File: src/rtl/riscv_wb_arbiter.sv
// riscv_wb_arbiter: register file writeback arbiter with ALU port A and round-robin LSU/MUL port B.
// Define RISCV_WB_SCOREBOARD_EN to build the per-register pending-write scoreboard on busy_o.
module riscv_wb_fifo #(
    parameter int AW    = 5,
    parameter int DW    = 32,
    parameter int DEPTH = 2
) (
    input  logic          clk,
    input  logic          rst,
    input  logic          push_i,
    input  logic [AW-1:0] addr_i,
    input  logic [DW-1:0] data_i,
    input  logic          pop_i,
    output logic          full_o,
    output logic          empty_o,
    output logic [AW-1:0] head_addr_o,
    output logic [DW-1:0] head_data_o
);
    localparam int PW = $clog2(DEPTH);
    logic [AW-1:0] addr_mem [DEPTH];
    logic [DW-1:0] data_mem [DEPTH];
    logic [PW-1:0] wr_q, wr_d, rd_q, rd_d;
    logic [PW:0]   cnt_q, cnt_d;
    always_comb begin
        wr_d  = push_i ? wr_q + PW'(1) : wr_q;
        rd_d  = pop_i ? rd_q + PW'(1) : rd_q;
        cnt_d = cnt_q + (PW+1)'(push_i) - (PW+1)'(pop_i);
    end
    always_ff @(posedge clk) begin
        if (rst) begin
            wr_q  <= '0;
            rd_q  <= '0;
            cnt_q <= '0;
        end else begin
            wr_q  <= wr_d;
            rd_q  <= rd_d;
            cnt_q <= cnt_d;
        end
    end
    always_ff @(posedge clk) begin
        if (push_i) begin
            addr_mem[wr_q] <= addr_i;
            data_mem[wr_q] <= data_i;
        end
    end
    assign full_o      = cnt_q == (PW+1)'(DEPTH);
    assign empty_o     = cnt_q == '0;
    assign head_addr_o = addr_mem[rd_q];
    assign head_data_o = data_mem[rd_q];
endmodule

module riscv_wb_arbiter #(
    parameter int ADDR_WIDTH = 5,
    parameter int DATA_WIDTH = 32,
    parameter int FIFO_DEPTH = 2
) (
    input  logic                     clk,
    input  logic                     rst,
    input  logic                     alu_we_i,
    input  logic [ADDR_WIDTH-1:0]    alu_waddr_i,
    input  logic [DATA_WIDTH-1:0]    alu_wdata_i,
    input  logic                     lsu_valid_i,
    output logic                     lsu_ready_o,
    input  logic [ADDR_WIDTH-1:0]    lsu_waddr_i,
    input  logic [DATA_WIDTH-1:0]    lsu_wdata_i,
    input  logic                     mul_valid_i,
    output logic                     mul_ready_o,
    input  logic [ADDR_WIDTH-1:0]    mul_waddr_i,
    input  logic [DATA_WIDTH-1:0]    mul_wdata_i,
    input  logic                     rsv_valid_i,
    input  logic [ADDR_WIDTH-1:0]    rsv_addr_i,
    output logic                     we_a_o,
    output logic [ADDR_WIDTH-1:0]    waddr_a_o,
    output logic [DATA_WIDTH-1:0]    wdata_a_o,
    output logic                     we_b_o,
    output logic [ADDR_WIDTH-1:0]    waddr_b_o,
    output logic [DATA_WIDTH-1:0]    wdata_b_o,
    output logic [2**ADDR_WIDTH-1:0] busy_o
);
    typedef enum logic {SRC_LSU, SRC_MUL} src_e;
    src_e                  rr_q, rr_d;
    logic                  we_a_q, we_b_q, we_b_d;
    logic [ADDR_WIDTH-1:0] waddr_a_q, waddr_b_q, waddr_b_d;
    logic [DATA_WIDTH-1:0] wdata_a_q, wdata_b_q, wdata_b_d;
    logic                  lsu_full, lsu_empty, mul_full, mul_empty;
    logic [ADDR_WIDTH-1:0] lsu_head_addr, mul_head_addr, b_addr;
    logic [DATA_WIDTH-1:0] lsu_head_data, mul_head_data;
    logic                  lsu_elig, mul_elig, gnt_lsu, gnt_mul;

    assign lsu_ready_o = !lsu_full;
    assign mul_ready_o = !mul_full;

    riscv_wb_fifo #(.AW(ADDR_WIDTH), .DW(DATA_WIDTH), .DEPTH(FIFO_DEPTH)) u_lsu_fifo (
        .clk(clk), .rst(rst), .push_i(lsu_valid_i && lsu_ready_o), .addr_i(lsu_waddr_i),
        .data_i(lsu_wdata_i), .pop_i(gnt_lsu), .full_o(lsu_full), .empty_o(lsu_empty),
        .head_addr_o(lsu_head_addr), .head_data_o(lsu_head_data)
    );
    riscv_wb_fifo #(.AW(ADDR_WIDTH), .DW(DATA_WIDTH), .DEPTH(FIFO_DEPTH)) u_mul_fifo (
        .clk(clk), .rst(rst), .push_i(mul_valid_i && mul_ready_o), .addr_i(mul_waddr_i),
        .data_i(mul_wdata_i), .pop_i(gnt_mul), .full_o(mul_full), .empty_o(mul_empty),
        .head_addr_o(mul_head_addr), .head_data_o(mul_head_data)
    );

    // A head aimed at the register the ALU is writing this cycle waits, so ports A and B never collide.
    always_comb begin
        lsu_elig  = !lsu_empty && !(alu_we_i && alu_waddr_i == lsu_head_addr);
        mul_elig  = !mul_empty && !(alu_we_i && alu_waddr_i == mul_head_addr);
        gnt_lsu   = lsu_elig && (!mul_elig || rr_q == SRC_LSU);
        gnt_mul   = mul_elig && !gnt_lsu;
        rr_d      = gnt_lsu ? SRC_MUL : gnt_mul ? SRC_LSU : rr_q;
        b_addr    = gnt_lsu ? lsu_head_addr : mul_head_addr;
        we_b_d    = (gnt_lsu || gnt_mul) && b_addr != '0;
        waddr_b_d = (gnt_lsu || gnt_mul) ? b_addr : waddr_b_q;
        wdata_b_d = gnt_lsu ? lsu_head_data : gnt_mul ? mul_head_data : wdata_b_q;
    end

    always_ff @(posedge clk) begin
        if (rst) begin
            rr_q      <= SRC_LSU;
            we_a_q    <= 1'b0;
            waddr_a_q <= '0;
            wdata_a_q <= '0;
            we_b_q    <= 1'b0;
            waddr_b_q <= '0;
            wdata_b_q <= '0;
        end else begin
            rr_q      <= rr_d;
            we_a_q    <= alu_we_i && alu_waddr_i != '0;
            waddr_a_q <= alu_waddr_i;
            wdata_a_q <= alu_wdata_i;
            we_b_q    <= we_b_d;
            waddr_b_q <= waddr_b_d;
            wdata_b_q <= wdata_b_d;
        end
    end

    assign we_a_o    = we_a_q;
    assign waddr_a_o = waddr_a_q;
    assign wdata_a_o = wdata_a_q;
    assign we_b_o    = we_b_q;
    assign waddr_b_o = waddr_b_q;
    assign wdata_b_o = wdata_b_q;

`ifdef RISCV_WB_SCOREBOARD_EN
    logic [2**ADDR_WIDTH-1:0] busy_q, busy_d;
    // Reservation applied after the clear so a coincident set wins.
    always_comb begin
        busy_d = busy_q;
        if (we_b_d) busy_d[waddr_b_d] = 1'b0;
        if (rsv_valid_i && rsv_addr_i != '0) busy_d[rsv_addr_i] = 1'b1;
        busy_d[0] = 1'b0;
    end
    always_ff @(posedge clk) begin
        if (rst) busy_q <= '0;
        else     busy_q <= busy_d;
    end
    assign busy_o = busy_q;
`else
    logic unused_rsv;
    assign unused_rsv = ^{rsv_valid_i, rsv_addr_i};
    assign busy_o = '0;
`endif
endmodule

File: config.mk
export PLATFORM = sky130hd
export DESIGN_NAME = riscv_wb_arbiter
export DESIGN_NICKNAME = d
export VERILOG_FILES = /design/src/rtl/riscv_wb_arbiter.sv
export SDC_FILE = /design/constraint.sdc
export NUM_CORES = 1
export LEC_CHECK = 0
export ABC_AREA = 1
export CORE_MARGIN = 3
export CORE_UTILIZATION = 53
export DETAILED_ROUTE_END_ITERATION = 8
export PLACE_DENSITY = 0.81
export SYNTH_ARGS = -nofsm -noshare
export SYNTH_HDL_FRONTEND = slang
export SYNTH_SLANG_ARGS = --single-unit
File: constraint.sdc
create_clock -name clk -period 3.76 [get_ports clk]
set_input_delay 0.376 -clock clk [delete_from_list [all_inputs] [get_ports clk]]
set_output_delay 0.376 -clock clk [all_outputs]
set_load 0.01 [all_outputs]
==> impl.org <==
** Setup path
- Worst Setup End Kind :: flop
- STA classifies the critical path startpoint as a flop.
- Cell family contributing the most delay on the critical path :: simple AND/OR/NAND/NOR gates
- Kind of critical path :: flop to flop
- Count of cell instances traversed by the critical path :: 18
- CP Max Fanout :: 21
- The setup check on the worst reg-to-reg path leaves a slack of 0.73 ns.
- For the worst setup path, the data required time is roughly 4.2 ns.
- Maximum cell stage delay along the critical path :: just under 0.6 ns
- R2r worst-path depth :: 18
- Cell repeated most along the worst path :: sky130_fd_sc_hd__nand2_1
- Counting both buffers and inverters, the worst setup path holds a total of 4.
- At the worst endpoint, the arrival time is roughly 3.5 ns.
- The worst register-to-register path ends at u_mul_fifo.cnt_q[1]$_SDFF_PP0_.
- Critical path cell sequence :: inv_1, nand2_1, nand2_1, nand2_1, nand2_1, nor2_1, nand3_1, nand2_1, inv_2, nand2_4, nand3_4, inv_6, ha_1, inv_1, ha_1, xor2_1, o21ai_0, a21oi_1
- Crit path to :: u_mul_fifo.cnt_q[1]$_SDFF_PP0_
- Slowest cell on crit path :: sky130_fd_sc_hd__dfxtp_2

** STA
- After layout, the minimum clock period comes to ~3.0 ns.
- Clk_skew :: about 0.014 ns
- For the pin with the worst max-slew slack, the measured transition is around 0.85 ns.
- Of the available clock period, the critical path in the final layout requires 0.8059.
- Final setup TNS :: 0 ns
- Maximum clock frequency :: between 300 and 400 MHz
- Count of final max-slew check failures :: 0
- The number of hold violations in the final report is 0.
- Headroom to the max-slew limit came out at 0.4347.
- Setup ws final :: roughly 0.73 ns
- Count of endpoints failing setup in the final report :: 0
- RSZ-0062 raised after global routing :: no

** Logic synthesis
- The fraction of the mapped netlist area in compound gates came to 0.04351.
- Of the total synthesized cell area, the portion taken by AND, OR, NAND and NOR gates is 0.2025.
- Biggest area contributors in the synthesized netlist :: sky130_fd_sc_hd__edfxtp_1 (48%), sky130_fd_sc_hd__dfxtp_1 (19%), sky130_fd_sc_hd__nand2_1 (15%)
- After synthesis, the largest family of logic cells by area is simple AND/OR/NAND/NOR gates.
- In this run, synthesis produced a sequential element count of around 240.
- The mapped netlist covers 9318 um2.
- Fraction of synthesized area in multiplexers :: 0
- Of the total synthesized cell area, the portion taken by XOR and XNOR cells is 0.001880.
- Portion of synthesized cell area occupied by the leading cell type :: 0.4770
- Sequential fraction of the synthesis area :: 0.6639
- Unique cell type count in the Yosys netlist :: 31
- For this run, the number of Yosys warnings is 0.
- The synthesized design spends more area on one cell type than any other, namely sky130_fd_sc_hd__edfxtp_1.
- Of the total synthesized cell area, the portion taken by full adders, half adders and majority gates is 0.005371.
- Cell count after synthesis :: slightly above 900
- Mean cell area of the mapped netlist :: around 10 um2

** Drt
- For this block, the initial DRC count from the detailed router was ~340.
- In this run the remaining antenna-violating nets after routing total 0.
- Drt via density :: between 4 and 5
- Routed WL per cell :: between 15 and 20 um
- Across all layers, the routed design uses between 6,000 and 7,000 vias.
- Total Routed Length :: about 21,000 um
- # DRC :: 0
- For this run, the detailed router's first-pass iteration total came to 4.

** Clock network
- After clock tree synthesis, the repair step resized 0 gates.
- TritonCTS clock tree :: yes
- Clk Latency, worst-skew pair :: 0.50 ns
- Cell at the root of the clock tree :: sky130_fd_sc_hd__clkbuf_16
- Clock tree synthesis found a total of approximately 240 sinks.
- The number of clock buffers added by TritonCTS is 24.
- Once the clock tree was built, the setup fixing pass inserted 0 buffers.
- Post-cts hold buffer count :: 0
- No sink is reached through more buffers than the 3 on the longest clock path.
- Clock transition at path regs :: roughly 0.060 ns
- CTS HTree Levels :: 1

** Floorplanning
- In this run the horizontal extent of the chip is approximately 140 um.
- Effective utilization at floorplan :: 0.5521
- Ports placed on the boundary :: between 200 and 250
- The core region is ~17,000 um2.
- The floorplan step set the die height to between 100 and 150 um.
- Row generation in the floorplan step produced 47 rows.
- DIE AREA :: approximately 19,000 um2

** Finish
- Area of all placed cells without fillers :: 12,080 um2
- Proportion of layout cells with a drive suffix above 1 :: 0.08385
- The filler cells instantiated in the layout total approximately 1,200.
- The repair_antennas step left the layout with diodes totalling 0.
- The net count of the finished layout is between 1,000 and 1,500.
- Relative to the synthesized area, the layout overhead comes to 29.66%.
- Area of combinational cells with multiple inputs :: between 2000 and 3000 um2
- In the final layout, flip-flops and latches occupy 6188 um2.

** Global routing
- GR Overflow Total :: 0
- The number of antenna violations at the first check in global routing is 0.
- Tot GR Track Use :: 0.2186
- Maximum number of pins on one net before global-route repair :: 75
- The first global-routing pass estimated 33,720 um of wire.
- The number of global-route vias before repair came to approximately 6,400.

** Power
- Largest voltage drop on the vdd net :: slightly above 0.5 mV
- Leakage :: roughly 5.2 nW
- PD cells :: 740.4 nW/um2

** Run
- # Max-Cap Violations :: 0

** Placed design
- During placement, the flow inserted port buffers numbering 193.
- Final weighted congestion of routability-driven global placement :: 0.8527
- Before CTS, the worst setup slack after placement is between 0.7 and 0.8 ns.
- Summed over all nets, the half-perimeter wirelength after detailed placement is ~14,000 um.
- Placed instance area :: ~11,000 um2

** Hold path
- The min-delay analysis places its worst path in the category input pin to flop.

** Status
- Status :: finished, final reports clean
==> placed cells by master, fill, tap and decap left out, types with 4 or more instances in the layout <==
master / instances
sky130_fd_sc_hd__a21oi_1: 12
sky130_fd_sc_hd__a21oi_2: 29
sky130_fd_sc_hd__buf_4: 11
sky130_fd_sc_hd__clkbuf_1: 6
sky130_fd_sc_hd__clkbuf_16: 25
sky130_fd_sc_hd__clkdlybuf4s50_1: 192
sky130_fd_sc_hd__clkinv_1: 4
sky130_fd_sc_hd__conb_1: 32
sky130_fd_sc_hd__dfxtp_1: 85
sky130_fd_sc_hd__edfxtp_1: 148
sky130_fd_sc_hd__ha_1: 4
sky130_fd_sc_hd__inv_1: 73
sky130_fd_sc_hd__nand2_1: 364
sky130_fd_sc_hd__nand3_1: 20
sky130_fd_sc_hd__nor2_1: 78
sky130_fd_sc_hd__nor2_4: 4
sky130_fd_sc_hd__o21ai_0: 8
==> registers in the layout (all words and copies together) (netlist names), 2 cells and up, named ones only <==
name                 flops
waddr_a_o                5
u_mul_fifo.addr_mem     10
u_lsu_fifo.addr_mem     10
u_mul_fifo.cnt_q         2
u_mul_fifo.data_mem     64
wdata_b_o               32
u_lsu_fifo.cnt_q         2
u_lsu_fifo.data_mem     64
waddr_b_o                5
wdata_a_o               32
==> cells by family (layout without fill, tap and decap cells) <==
logic type | count (synthesis) | after routing
AOI/OAI and AO/OA | 56 | 56
xor gates and xnor gates | 2 | 2
adders and majority gates | 4 | 4
buffers and inverters | 145 | 326
DFF | 235 | 235
other | 1 | 32
and+or+nand+nor | 478 | 478
==> synth_stat cells <==
library cell and number:
sky130_fd_sc_hd__nand2_1 364, sky130_fd_sc_hd__nand3_4 3, sky130_fd_sc_hd__xor2_1 2, sky130_fd_sc_hd__nand3b_1 1, sky130_fd_sc_hd__o21ai_1 1, sky130_fd_sc_hd__buf_12 3, sky130_fd_sc_hd__buf_6 5, sky130_fd_sc_hd__o211ai_1 3
sky130_fd_sc_hd__a21oi_1 12, sky130_fd_sc_hd__buf_2 5, sky130_fd_sc_hd__inv_6 1, sky130_fd_sc_hd__nor2_1 82, sky130_fd_sc_hd__edfxtp_1 148, sky130_fd_sc_hd__nor2_2 3, sky130_fd_sc_hd__clkbuf_1 12, sky130_fd_sc_hd__o21ai_0 8
sky130_fd_sc_hd__a21oi_2 29, sky130_fd_sc_hd__inv_4 1, sky130_fd_sc_hd__inv_1 73, sky130_fd_sc_hd__or2_2 2, sky130_fd_sc_hd__nor3_1 2, sky130_fd_sc_hd__nand2_4 1, sky130_fd_sc_hd__buf_1 9, sky130_fd_sc_hd__dfxtp_1 87
sky130_fd_sc_hd__ha_1 4, sky130_fd_sc_hd__inv_2 3, sky130_fd_sc_hd__buf_4 33, sky130_fd_sc_hd__nand3_1 20, sky130_fd_sc_hd__a21o_1 2, sky130_fd_sc_hd__conb_1 1, sky130_fd_sc_hd__o311ai_0 1
==> where the power goes <==
group	switching (mW)	internal [mW]	total [mW]
registers	0.243	3.26	3.51
clock network	0.934	1.44	2.38
logic	1.91	1.16	3.06
total	3.08	5.86	8.95
==> per-layer routing <==
layer / GRT usage / vias to the layer above / share of wire
met5: 0 / - / 0
met2: 0.3877 / 252 / 0.51
met4: 0.07072 / 0 / 0.028
met1: 0.2665 / 3069 / 0.40
met3: 0.04828 / 44 / 0.067
li1: - / 3248 / -
==> through the flow <==
stage | utilization | hold slack [ns] | total power, mW | std cells
floorplan | - | 0.4306 | 5.611 | 952
global placement | 0.6685 | 0.4305 | 6.512 | 1309
detailed placement | 0.6685 | 0.4432 | 6.606 | 1309
CTS | 0.7158 | 0.3251 | 9.020 | 1353
global route | 0.7158 | 0.3746 | 9.509 | 1353
finish | 0.7158 | 0.3488 | 8.946 | 1353
==> how the worst min path moves through the flow <==
stage	start	to	slack, ns	depth (start not counted)
detailed placement	u_lsu_fifo.rd_q$_SDFFE_PP0P_	flop	0.44	1
finish	rst	we_b_o$_SDFF_PP0_	0.35	4
floorplan	u_lsu_fifo.rd_q$_SDFFE_PP0P_	flop	0.43	1
CTS	rst	we_b_o$_SDFF_PP0_	0.33	4
global placement	u_lsu_fifo.rd_q$_SDFFE_PP0P_	flop	0.43	1
global route	rst	u_lsu_fifo.cnt_q[1]$_SDFF_PP0_	0.37	4
==> worst reg2reg max path, stage by stage, from the launching register on <==
cell and delay [ns]:
sky130_fd_sc_hd__dfxtp_2 0.59, sky130_fd_sc_hd__inv_1 0.42, sky130_fd_sc_hd__nand2_1 0.19, sky130_fd_sc_hd__nand2_1 0.08, sky130_fd_sc_hd__nand2_1 0.06, sky130_fd_sc_hd__nand2_1 0.05, sky130_fd_sc_hd__nor2_1 0.12, sky130_fd_sc_hd__nand3_1 0.09
sky130_fd_sc_hd__nand2_1 0.10, sky130_fd_sc_hd__inv_2 0.07, sky130_fd_sc_hd__nand2_4 0.13, sky130_fd_sc_hd__nand3_4 0.12, sky130_fd_sc_hd__inv_6 0.07, sky130_fd_sc_hd__ha_1 0.24, sky130_fd_sc_hd__inv_1 0.07, sky130_fd_sc_hd__ha_1 0.15
sky130_fd_sc_hd__xor2_1 0.19, sky130_fd_sc_hd__o21ai_0 0.11, sky130_fd_sc_hd__a21oi_1 0.13
==> cell type report <==
cell class                 count  share of cell area
clock buffer                  32             0.05478
clock inverter                12             0.01129
inverter                      78             0.02485
multi-input combinational    572              0.2077
sequential                   235              0.5122
tap                          220             0.02278
timing repair buffer         204              0.1663
No activity file was read; power rests on OpenSTA's default activity.
